[config.mk]
export PLATFORM = sky130hd
export DESIGN_NAME = output_serializer_axis_flat
export DESIGN_NICKNAME = d
export VERILOG_FILES = /design/src/rtl/output_serializer_axis_if.sv /design/src/rtl/output_serializer_axis.sv /design/src/flat_wrapper.sv
export SDC_FILE = /design/constraint.sdc
export NUM_CORES = 1
export LEC_CHECK = 0
export ABC_AREA = 1
export BUFFER_PORTS_ARGS = -buffer_cell sky130_fd_sc_hd__buf_2
export CORE_MARGIN = 2
export CORE_UTILIZATION = 58
export DETAILED_ROUTE_END_ITERATION = 10
export HOLD_SLACK_MARGIN = 0.15
export PLACE_DENSITY = 0.86
export SLEW_MARGIN = 20
export SYNTH_ARGS = -nofsm -noshare
export SYNTH_HDL_FRONTEND = slang
export SYNTH_SLANG_ARGS = --single-unit
[constraint.sdc]
create_clock -name clk -period 21 [get_ports clk]
set_input_delay 4.2 -clock clk [delete_from_list [all_inputs] [get_ports clk]]
set_output_delay 4.2 -clock clk [all_outputs]
set_load 0.02 [all_outputs]
[src/rtl/output_serializer_axis_if.sv]
// Valid/ready packet stream leaving the output serializer.
// The master drives data, valid, last and index; the slave drives ready.
interface output_serializer_axis_if #(
    parameter int OUT_W = 32,
    parameter int IW    = 3
);
    logic [OUT_W-1:0] m_data;
    logic             m_valid;
    logic             m_ready;
    logic             m_last;
    logic [IW-1:0]    m_index;

    modport master (
        output m_data,
        output m_valid,
        output m_last,
        output m_index,
        input  m_ready
    );

    modport slave (
        input  m_data,
        input  m_valid,
        input  m_last,
        input  m_index,
        output m_ready
    );
endinterface

[src/rtl/output_serializer_axis.sv]
// Output serializer: snapshots LANES signed accumulator results on the falling
// edge of load_data and streams them as OUT_W-bit packets over a valid/ready
// interface, counting captures lost to overlapping load windows.
// Optional feature macro: SERIALIZER_SAT_EN -- when defined, each lane is
// saturated to the signed DATA_W range before packing; otherwise it is
// truncated to its low DATA_W bits.
module output_serializer_axis #(
    parameter int LANES  = 16,
    parameter int DATA_W = 16,
    parameter int OUT_W  = 32
) (
    input  logic                          clk,
    input  logic                          reset,
    input  logic                          load_data,
    input  logic [LANES*(DATA_W+1)-1:0]   lanes_in,
    output_serializer_axis_if.master      m,
    output logic                          busy,
    output logic [7:0]                    drop_count
);
    localparam int LW   = DATA_W + 1;
    localparam int PPW  = OUT_W / DATA_W;
    localparam int NPKT = LANES / PPW;
    localparam int IW   = (NPKT > 1) ? $clog2(NPKT) : 1;
    localparam logic [IW-1:0] LAST_IDX = IW'(NPKT - 1);

    typedef enum logic {
        ST_IDLE   = 1'b0,
        ST_STREAM = 1'b1
    } state_t;

    state_t                    state, state_d;
    logic [IW-1:0]             idx, idx_d;
    logic                      load_q;
    logic [LANES*LW-1:0]       snapshot;
    logic [LANES*DATA_W-1:0]   red_flat;
    logic                      fall, streaming, hs, at_last;
    logic                      capture, drop;

    assign fall      = load_q & ~load_data;
    assign streaming = (state == ST_STREAM);
    assign hs        = streaming & m.m_ready;
    assign at_last   = (idx == LAST_IDX);

    // Next-state logic: capture, index advance, and overlap/drop decisions.
    always_comb begin
        // NOTE: every output of this block gets a default first so no path leaves it unassigned (no latch).
        state_d = state;
        idx_d   = idx;
        capture = 1'b0;
        drop    = 1'b0;
        unique case (state)
            ST_IDLE: begin
                if (fall) begin
                    capture = 1'b1;
                    state_d = ST_STREAM;
                    idx_d   = '0;
                end
            end
            ST_STREAM: begin
                if (hs && at_last) begin
                    // A fall on the final handshake starts the next stream with no gap.
                    idx_d = '0;
                    if (fall) begin
                        capture = 1'b1;
                    end else begin
                        state_d = ST_IDLE;
                    end
                end else begin
                    if (hs) begin
                        idx_d = idx + IW'(1);
                    end
                    if (fall) begin
                        drop = 1'b1;
                    end
                end
            end
            default: begin
                state_d = ST_IDLE;
                idx_d   = '0;
            end
        endcase
    end

    // State, index, edge detector, snapshot and drop counter registers.
    always_ff @(posedge clk or posedge reset) begin
        if (reset) begin
            state      <= ST_IDLE;
            idx        <= '0;
            load_q     <= 1'b0;
            drop_count <= '0;
            // NOTE: the snapshot is reset too, so m_data and the array start from a defined zero.
            snapshot   <= '0;
        end else begin
            // NOTE: non-blocking assignments so every register samples pre-edge values.
            state  <= state_d;
            idx    <= idx_d;
            load_q <= load_data;
            if (capture) begin
                snapshot <= lanes_in;
            end
            if (drop && (drop_count != 8'hFF)) begin
                drop_count <= drop_count + 8'd1;
            end
        end
    end

`ifdef SERIALIZER_SAT_EN
    // Lane reduction: clamp each DATA_W+1 bit lane into the signed DATA_W range.
    always_comb begin
        red_flat = '0;
        for (int i = 0; i < LANES; i++) begin
            if (snapshot[i*LW + DATA_W] != snapshot[i*LW + DATA_W - 1]) begin
                red_flat[i*DATA_W +: DATA_W] = {snapshot[i*LW + DATA_W],
                                                {(DATA_W-1){~snapshot[i*LW + DATA_W]}}};
            end else begin
                red_flat[i*DATA_W +: DATA_W] = snapshot[i*LW +: DATA_W];
            end
        end
    end
`else
    logic unused_sign_bits;

    // Lane reduction: keep the low DATA_W bits of each lane.
    always_comb begin
        red_flat         = '0;
        unused_sign_bits = 1'b0;
        for (int i = 0; i < LANES; i++) begin
            red_flat[i*DATA_W +: DATA_W] = snapshot[i*LW +: DATA_W];
            unused_sign_bits = unused_sign_bits ^ snapshot[i*LW + DATA_W];
        end
    end
`endif

    // Packet k is a contiguous OUT_W slice of the reduced lanes, lowest lane in the LSBs.
    assign m.m_data  = streaming ? red_flat[idx*OUT_W +: OUT_W] : '0;
    assign m.m_valid = streaming;
    assign m.m_last  = streaming & at_last;
    assign m.m_index = streaming ? idx : '0;
    assign busy      = streaming;

endmodule
[src/flat_wrapper.sv]
// flat-port wrapper written by rule: the top's interface ports become plain ports
module output_serializer_axis_flat 
#(
    parameter int LANES  = 16,
    parameter int DATA_W = 16,
    parameter int OUT_W  = 32
)
  (clk, reset, load_data, lanes_in, busy, drop_count, m_m_data, m_m_valid, m_m_last, m_m_index, m_m_ready);
  output_serializer_axis_if #(.OUT_W(OUT_W)) m_i ();
  input  logic clk;
  input  logic reset;
  input  logic load_data;
  input  logic [LANES*(DATA_W+1)-1:0] lanes_in;
  output logic busy;
  output logic [7:0] drop_count;
  output wire logic [$bits(m_i.m_data)-1:0] m_m_data;
  output wire logic [$bits(m_i.m_valid)-1:0] m_m_valid;
  output wire logic [$bits(m_i.m_last)-1:0] m_m_last;
  output wire logic [$bits(m_i.m_index)-1:0] m_m_index;
  input wire logic [$bits(m_i.m_ready)-1:0] m_m_ready;
  assign m_m_data = m_i.m_data;
  assign m_m_valid = m_i.m_valid;
  assign m_m_last = m_i.m_last;
  assign m_m_index = m_i.m_index;
  assign m_i.m_ready = m_m_ready;
  output_serializer_axis #(.LANES(LANES), .DATA_W(DATA_W), .OUT_W(OUT_W)) u_core (.clk(clk), .reset(reset), .load_data(load_data), .lanes_in(lanes_in), .m(m_i), .busy(busy), .drop_count(drop_count));
endmodule
==> results.txt, run 1 <==
outcome - finished clean
first-pass GRT wire length - 60800 um
DRC violation count after routing - 0
Distinct cells, synth - 22
fraction of layout cells with a size suffix above 1 - 18.5%
num rows - 55
post-synthesis instance area - 0.0131 mm^2
final RePlAce weighted congestion - 0.857
number of synthesized register bits - 269
worst hold path depth - 2
proportion of register bits with asynchronous set or reset after synthesis - 100%
Post-Syn Nets - 2003
top-count cell post-synth - sky130_fd_sc_hd__nand2_1
Buffers on Ports - 305
CTS HTree Levels - 1
via density per instance - 5.51
Placed Instances - 2197
final net count - 2222
IR drop worst, VDD - 0.152 mV
number of endpoints failing setup at the final stage - 0
source-to-sink clock delay at the later pin of the worst-skew pair - 540 ps
Critical Path Most Common Cell - sky130_fd_sc_hd__nand2_1
initial antenna violation count - 8
sequential fraction of the synthesis area - 51.2%
WP data arrival - 3810 ps
drt first pass iters - 5
area of the core - 0.0224 mm^2
quantity of gates resized following cts - 0
critical path peak fanout - 74
FF-to-FF setup slack - 16060 ps
sum of overflow across all layers after global routing - 0
reported leakage power - 8.42 nW
type of the worst setup path - flop to primary output
minimum clock period after layout - 8010 ps
most area-consuming cells after synthesis - sky130_fd_sc_hd__dfrtp_1 51%, sky130_fd_sc_hd__nand2_1 18%, sky130_fd_sc_hd__nand3_1 7.3%
transition at the pin with the smallest max-transition slack - 1140 ps
average instance area after synthesis - 7.62 um^2
die outline area - 0.0239 mm^2
CTS tree - yes
total routed wirelength - 38200 um
clock edge transition at the registers on the reported setup and hold paths - 60 ps
total number of vias - 12399
Synth area leader - sky130_fd_sc_hd__dfrtp_1
RSZ-0062 raised after global routing - no
number of global-route vias before repair - 11958
starting utilization of the core area - 58.6%
pin count of the biggest net entering global routing - 131
Hold Buf Count CTS - 0
EDFF count, synth - 0
cells after synthesis - 1724
setup clock skew after layout - 10.2 ps
area share of the largest cell type after synthesis - 51.2%
sum of net half-perimeters after detailed placement - 24800 um
DRT antenna net count - 0
depth of the most critical reg-to-reg path - 10
die extent in x - 155 um
Chip Height - 155 um
top cells by instance count after synthesis - 638 x sky130_fd_sc_hd__nand2_1, 269 x sky130_fd_sc_hd__dfrtp_1, 192 x sky130_fd_sc_hd__nand3_1
critical path startpoint category - flop
number of post-CTS setup repair buffers - 0
Final Hold Violating Endpoints - 0
Final TNS setup - 0 ps
Reg2Reg Launch Point - u_core.idx[1]
Reg2Reg Capture Point - u_core.snapshot[111]
nature of the critical path endpoint - primary output
total track usage - 31.8%
largest stage delay on the critical path - 900 ps
PwrDens - 154 mW/mm^2
required time of the worst setup path - 16800 ps
number of synthesis warnings - 0
Highest Clock Rate - 125 MHz
Clock Path Buffers - 3
Relative slew margins - 24.2%
Most used DFF post-synth - sky130_fd_sc_hd__dfrtp_1
CTS sink count - 269
critical path cell sequence - buf_4 -> buf_4 -> nor2_1 -> nor2_1 -> o21ai_0 -> nand2_1 -> nand2_1 -> nand2_1 -> buf_2
CTS Root Cell - sky130_fd_sc_hd__clkbuf_16
portion of the clock cycle consumed by the worst path in the final layout - 38.1%
number of buffers added by the clock tree synthesis step - 29
Total Power - 2.36 mW
sink of the worst hold path - u_core.snapshot[43]
violation count after the first detailed-route iteration - 1382
per-cell routed wire length - 16.9 um
final cell count without fillers - 2252
I/O pins - 322
Area Growth Syn to Fin - 16.5%
beginning of the worst hold path - u_core.snapshot[43]
Max stage delay cell, worst path - sky130_fd_sc_hd__dfrtp_4
path class of the lowest-slack min-delay path - flop to flop
Max Cap Violations - 0
final number of max-transition violations - 0
## cell type report
cell class	instances	area, um^2
clock buffers	42	795
clock inverters	5	27.5
well taps	285	357
flip-flops and latches	269	6740
multi-input cells	1238	5420
repair buffers	314	1590
fillers	1882	7130
inverters	91	354
diodes	8	20.0
## worst max-delay path: cells and delay by family, from the launching register on
family | cells | cell delay (ps)
buf+inv | 3 | 1600
flops | 1 | 900
simple gates | 5 | 550
compound gates | 1 | 140
## flip-flops by register name, summed over array words and instances, names as in the netlist
| name | cells |
|---|---|
| u_core.snapshot | 256 |
| u_core.idx | 3 |
| u_core.drop_count | 8 |
| u_core.load_q | 1 |
| u_core.busy | 1 |
## power by group
group / internal [mW] / total (mW) / switching (mW) / leakage, nW
logic: 0.323 / 1.01 / 0.689 / 4.79
registers: 0.754 / 0.892 / 0.138 / 3.24
clock network: 0.259 / 0.458 / 0.199 / 0.401
## cells in the final DEF, fill, tap and decap left out, types with 4 or more instances in the layout
master                      instances
sky130_fd_sc_hd__a21oi_1           72
sky130_fd_sc_hd__nand3_1          192
sky130_fd_sc_hd__buf_2            305
sky130_fd_sc_hd__nor2_1           189
sky130_fd_sc_hd__buf_4              9
sky130_fd_sc_hd__o21ai_0           25
sky130_fd_sc_hd__clkbuf_16         29
sky130_fd_sc_hd__inv_1             85
sky130_fd_sc_hd__o211ai_1          72
sky130_fd_sc_hd__dfrtp_1          267
sky130_fd_sc_hd__clkbuf_1          11
sky130_fd_sc_hd__diode_2            8
sky130_fd_sc_hd__clkinv_2           4
sky130_fd_sc_hd__o21ai_1           36
sky130_fd_sc_hd__nand2_1          638
## worst max-delay path by stage
| stage | from | end | slack [ps] | cells after the start |
|---|---|---|---|---|
| floorplan | reset | u_core.busy | 9390 | 1 |
| global placement | m_m_ready | u_core.snapshot[111] | 13340 | 7 |
| detailed placement | m_m_ready | u_core.snapshot[107] | 13250 | 7 |
| CTS | u_core.idx[0] | m_m_data[14] | 13000 | 9 |
| global route | u_core.idx[0] | m_m_data[14] | 12740 | 9 |
| finish | u_core.idx[0] | m_m_data[14] | 12990 | 9 |
## layer usage
layer  global-route usage (%)  vias to the layer above  wire length, um
li1                         -                     5941                -
met1                     43.6                     5830            15900
met2                     51.5                      551            17900
met3                     5.27                       77             3000
met4                     11.6                        0             1370
met5                        0                        -                0
## per-stage QoR
stage,utilization (%),area (um^2),worst slack (ps),hold WS (ps)
detailed placement,64.5,14500,13250,455
global route,68.2,15300,12740,484
floorplan,-,13100,9390,437
global placement,64.5,14500,13340,449
CTS,68.1,15300,13000,471
finish,68.2,15300,12990,467
## cells by family after synthesis
family	Yosys count	synth area share, %
compound gates	205	9.18
xor+xnor	2	0.133
fa+ha+maj	3	0.286
buf+inv	217	7.72
flops	269	51.2
simple gates	1028	31.5
Power figures use the tool's default switching activity.
==> run 2, diff against run 1 <==
--- a/config.mk
+++ b/config.mk
@@ -8,10 +8,10 @@
 export ABC_AREA = 1
 export BUFFER_PORTS_ARGS = -buffer_cell sky130_fd_sc_hd__buf_2
 export CORE_MARGIN = 2
-export CORE_UTILIZATION = 58
+export CORE_UTILIZATION = 49
 export DETAILED_ROUTE_END_ITERATION = 10
 export HOLD_SLACK_MARGIN = 0.15
-export PLACE_DENSITY = 0.86
+export PLACE_DENSITY = 0.77
 export SLEW_MARGIN = 20
 export SYNTH_ARGS = -nofsm -noshare
 export SYNTH_HDL_FRONTEND = slang
==> constraint.sdc (replaced) <==
create_clock -name clk -period 6.7 [get_ports clk]
set_input_delay 1.34 -clock clk [delete_from_list [all_inputs] [get_ports clk]]
set_output_delay 1.34 -clock clk [all_outputs]
set_load 0.02 [all_outputs]
==> run 2 against run 1 <==
Global-route usage decreased by 4.2 points. Worst hold slack lost 0.60 ps. Sequential share of layout area decreased by 0.62 points. Routed wire length increased by 1.8%. Largest cell class unchanged. Critical endpoint is now m_m_data[25]. Critical path type unchanged.
==> results.txt, run 2 (synthesis results as in run 1) <==
worst hold path depth - 2
Critical Path Most Common Cell - sky130_fd_sc_hd__nand2_1
most used cells in the layout excluding fill and tap cells - 638 x sky130_fd_sc_hd__nand2_1, 305 x sky130_fd_sc_hd__buf_2, 267 x sky130_fd_sc_hd__dfrtp_1, 192 x sky130_fd_sc_hd__nand3_1, 189 x sky130_fd_sc_hd__nor2_1
total routed wirelength - 38800 um
via density per instance - 5.39
first-pass GRT wire length - 61900 um
CTS Root Cell - sky130_fd_sc_hd__clkbuf_16
area of the core - 0.0262 mm^2
Reg2Reg Launch Point - u_core.idx[1]
initial antenna violation count - 7
Final TNS setup - 0 ps
total track usage - 27.5%
required time of the worst setup path - 5360 ps
Clock Path Buffers - 3
largest stage delay on the critical path - 870 ps
clock edge transition at the registers on the reported setup and hold paths - 60 ps
final cell count without fillers - 2309
Max stage delay cell, worst path - sky130_fd_sc_hd__buf_4
max reg flops - 256
Max Cap Violations - 0
sum of overflow across all layers after global routing - 0
number of buffers added by the clock tree synthesis step - 29
Worst Hold Slack - 466 ps
Final Util - 59.2%
quantity of gates resized following cts - 0
fraction of layout cells with a size suffix above 1 - 19.0%
path class of the lowest-slack min-delay path - flop to flop
number of post-CTS setup repair buffers - 0
beginning of the worst hold path - u_core.snapshot[246]
starting utilization of the core area - 50.1%
Hold Buf Count CTS - 0
Final Hold Violating Endpoints - 0
FF-to-FF setup slack - 2900 ps
number of endpoints failing setup at the final stage - 0
IR drop worst, VDD - 0.408 mV
Reg2Reg Capture Point - u_core.snapshot[103]
WP data arrival - 2930 ps
nature of the critical path endpoint - primary output
pin count of the biggest net entering global routing - 153
die extent in x - 168 um
RSZ-0062 raised after global routing - no
Relative slew margins - 27.0%
number of fill cells in the layout - 2427
DRT antenna net count - 0
final number of max-transition violations - 0
Buffers on Ports - 305
transition at the pin with the smallest max-transition slack - 1100 ps
placed cell areas - 0.0146 mm^2
source-to-sink clock delay at the later pin of the worst-skew pair - 540 ps
CTS tree - yes
Chip Height - 168 um
sum of net half-perimeters after detailed placement - 25800 um
final RePlAce weighted congestion - 0.857
reported leakage power - 8.52 nW
violation count after the first detailed-route iteration - 1233
Total Power - 7.56 mW
total number of vias - 12436
setup clock skew after layout - 10.6 ps
I/O pins - 322
per-cell routed wire length - 16.8 um
final worst setup slack - 2430 ps
num rows - 59
type of the worst setup path - flop to primary output
Placed Instances - 2251
portion of the clock cycle consumed by the worst path in the final layout - 63.7%
Highest Clock Rate - 234 MHz
drt first pass iters - 6
CTS HTree Levels - 1
DRC violation count after routing - 0
critical path cell sequence - buf_4 -> nor2_1 -> nor2_1 -> o21ai_1 -> nand2_1 -> nand2_1 -> nand2_1 -> buf_2
minimum clock period after layout - 4270 ps
Area Growth Syn to Fin - 18.1%
post-route cell area - 0.0155 mm^2
sink of the worst hold path - u_core.snapshot[246]
outcome - finished clean
Place WS - 2760 ps
CTS sink count - 269
critical path startpoint category - flop
final net count - 2226
die outline area - 0.0281 mm^2
number of global-route vias before repair - 11710
leading registers by flop count - u_core.snapshot: 256 flops, u_core.drop_count: 8 flops, u_core.idx: 3 flops
PwrDens - 487 mW/mm^2
Biggest register - u_core.snapshot
most common cell after layout, fill and taps aside - sky130_fd_sc_hd__nand2_1
critical path peak fanout - 105
depth of the most critical reg-to-reg path - 9
[run 2: cell types whose count changed in the layout (fill, tap and decap cells not counted), sizes merged]
| cell | before | now |
|---|---|---|
| clkbuf | 42 | 48 |
| buf | 314 | 318 |
| diode | 8 | 4 |
| bufinv | 0 | 1 |
[run 2: worst max path at each step]
stage,startpoint,cells past startpoint,end
after detailed placement,load_data,8,u_core.snapshot[173]
after global routing,u_core.idx[0],8,m_m_data[9]
after global placement,load_data,8,u_core.snapshot[171]
after CTS,u_core.idx[0],8,m_m_data[8]
final,u_core.idx[0],8,m_m_data[25]
after floorplan,reset,1,u_core.busy
[run 2: where the power goes]
group	internal (mW)	switching, mW	total [mW]
logic	1.02	2.21	3.24
clock network	0.926	0.647	1.57
registers	2.36	0.388	2.75
total	4.31	3.25	7.56
[run 2: critical path, delay by kind of cell, from the launching register on]
kind | cells | cell delay [ps]
buffers and inverters | 2 | 1030
flip-flops | 1 | 620
AO/OA/AOI/OAI | 1 | 90
AND/OR/NAND/NOR | 5 | 540
[run 2: cell type report]
type / instances / area (um^2) / area share, %
clock inverter: 6 / 58.8 / 0.379
clock buffer: 48 / 877 / 5.65
timing repair buffer: 318 / 1650 / 10.6
tap: 335 / 419 / 2.70
multi-input combinational: 1238 / 5420 / 34.9
sequential: 269 / 6740 / 43.4
inverter: 91 / 352 / 2.27
antenna: 4 / 10.0 / 0.0645
[run 2: per-layer routing]
| metal | GRT usage [%] | wire length, um |
|---|---|---|
| met1 | 37.6 | 16300 |
| met2 | 44.4 | 18200 |
| met3 | 5.70 | 3180 |
| met4 | 8.36 | 1110 |
| met5 | 0 | 34 |
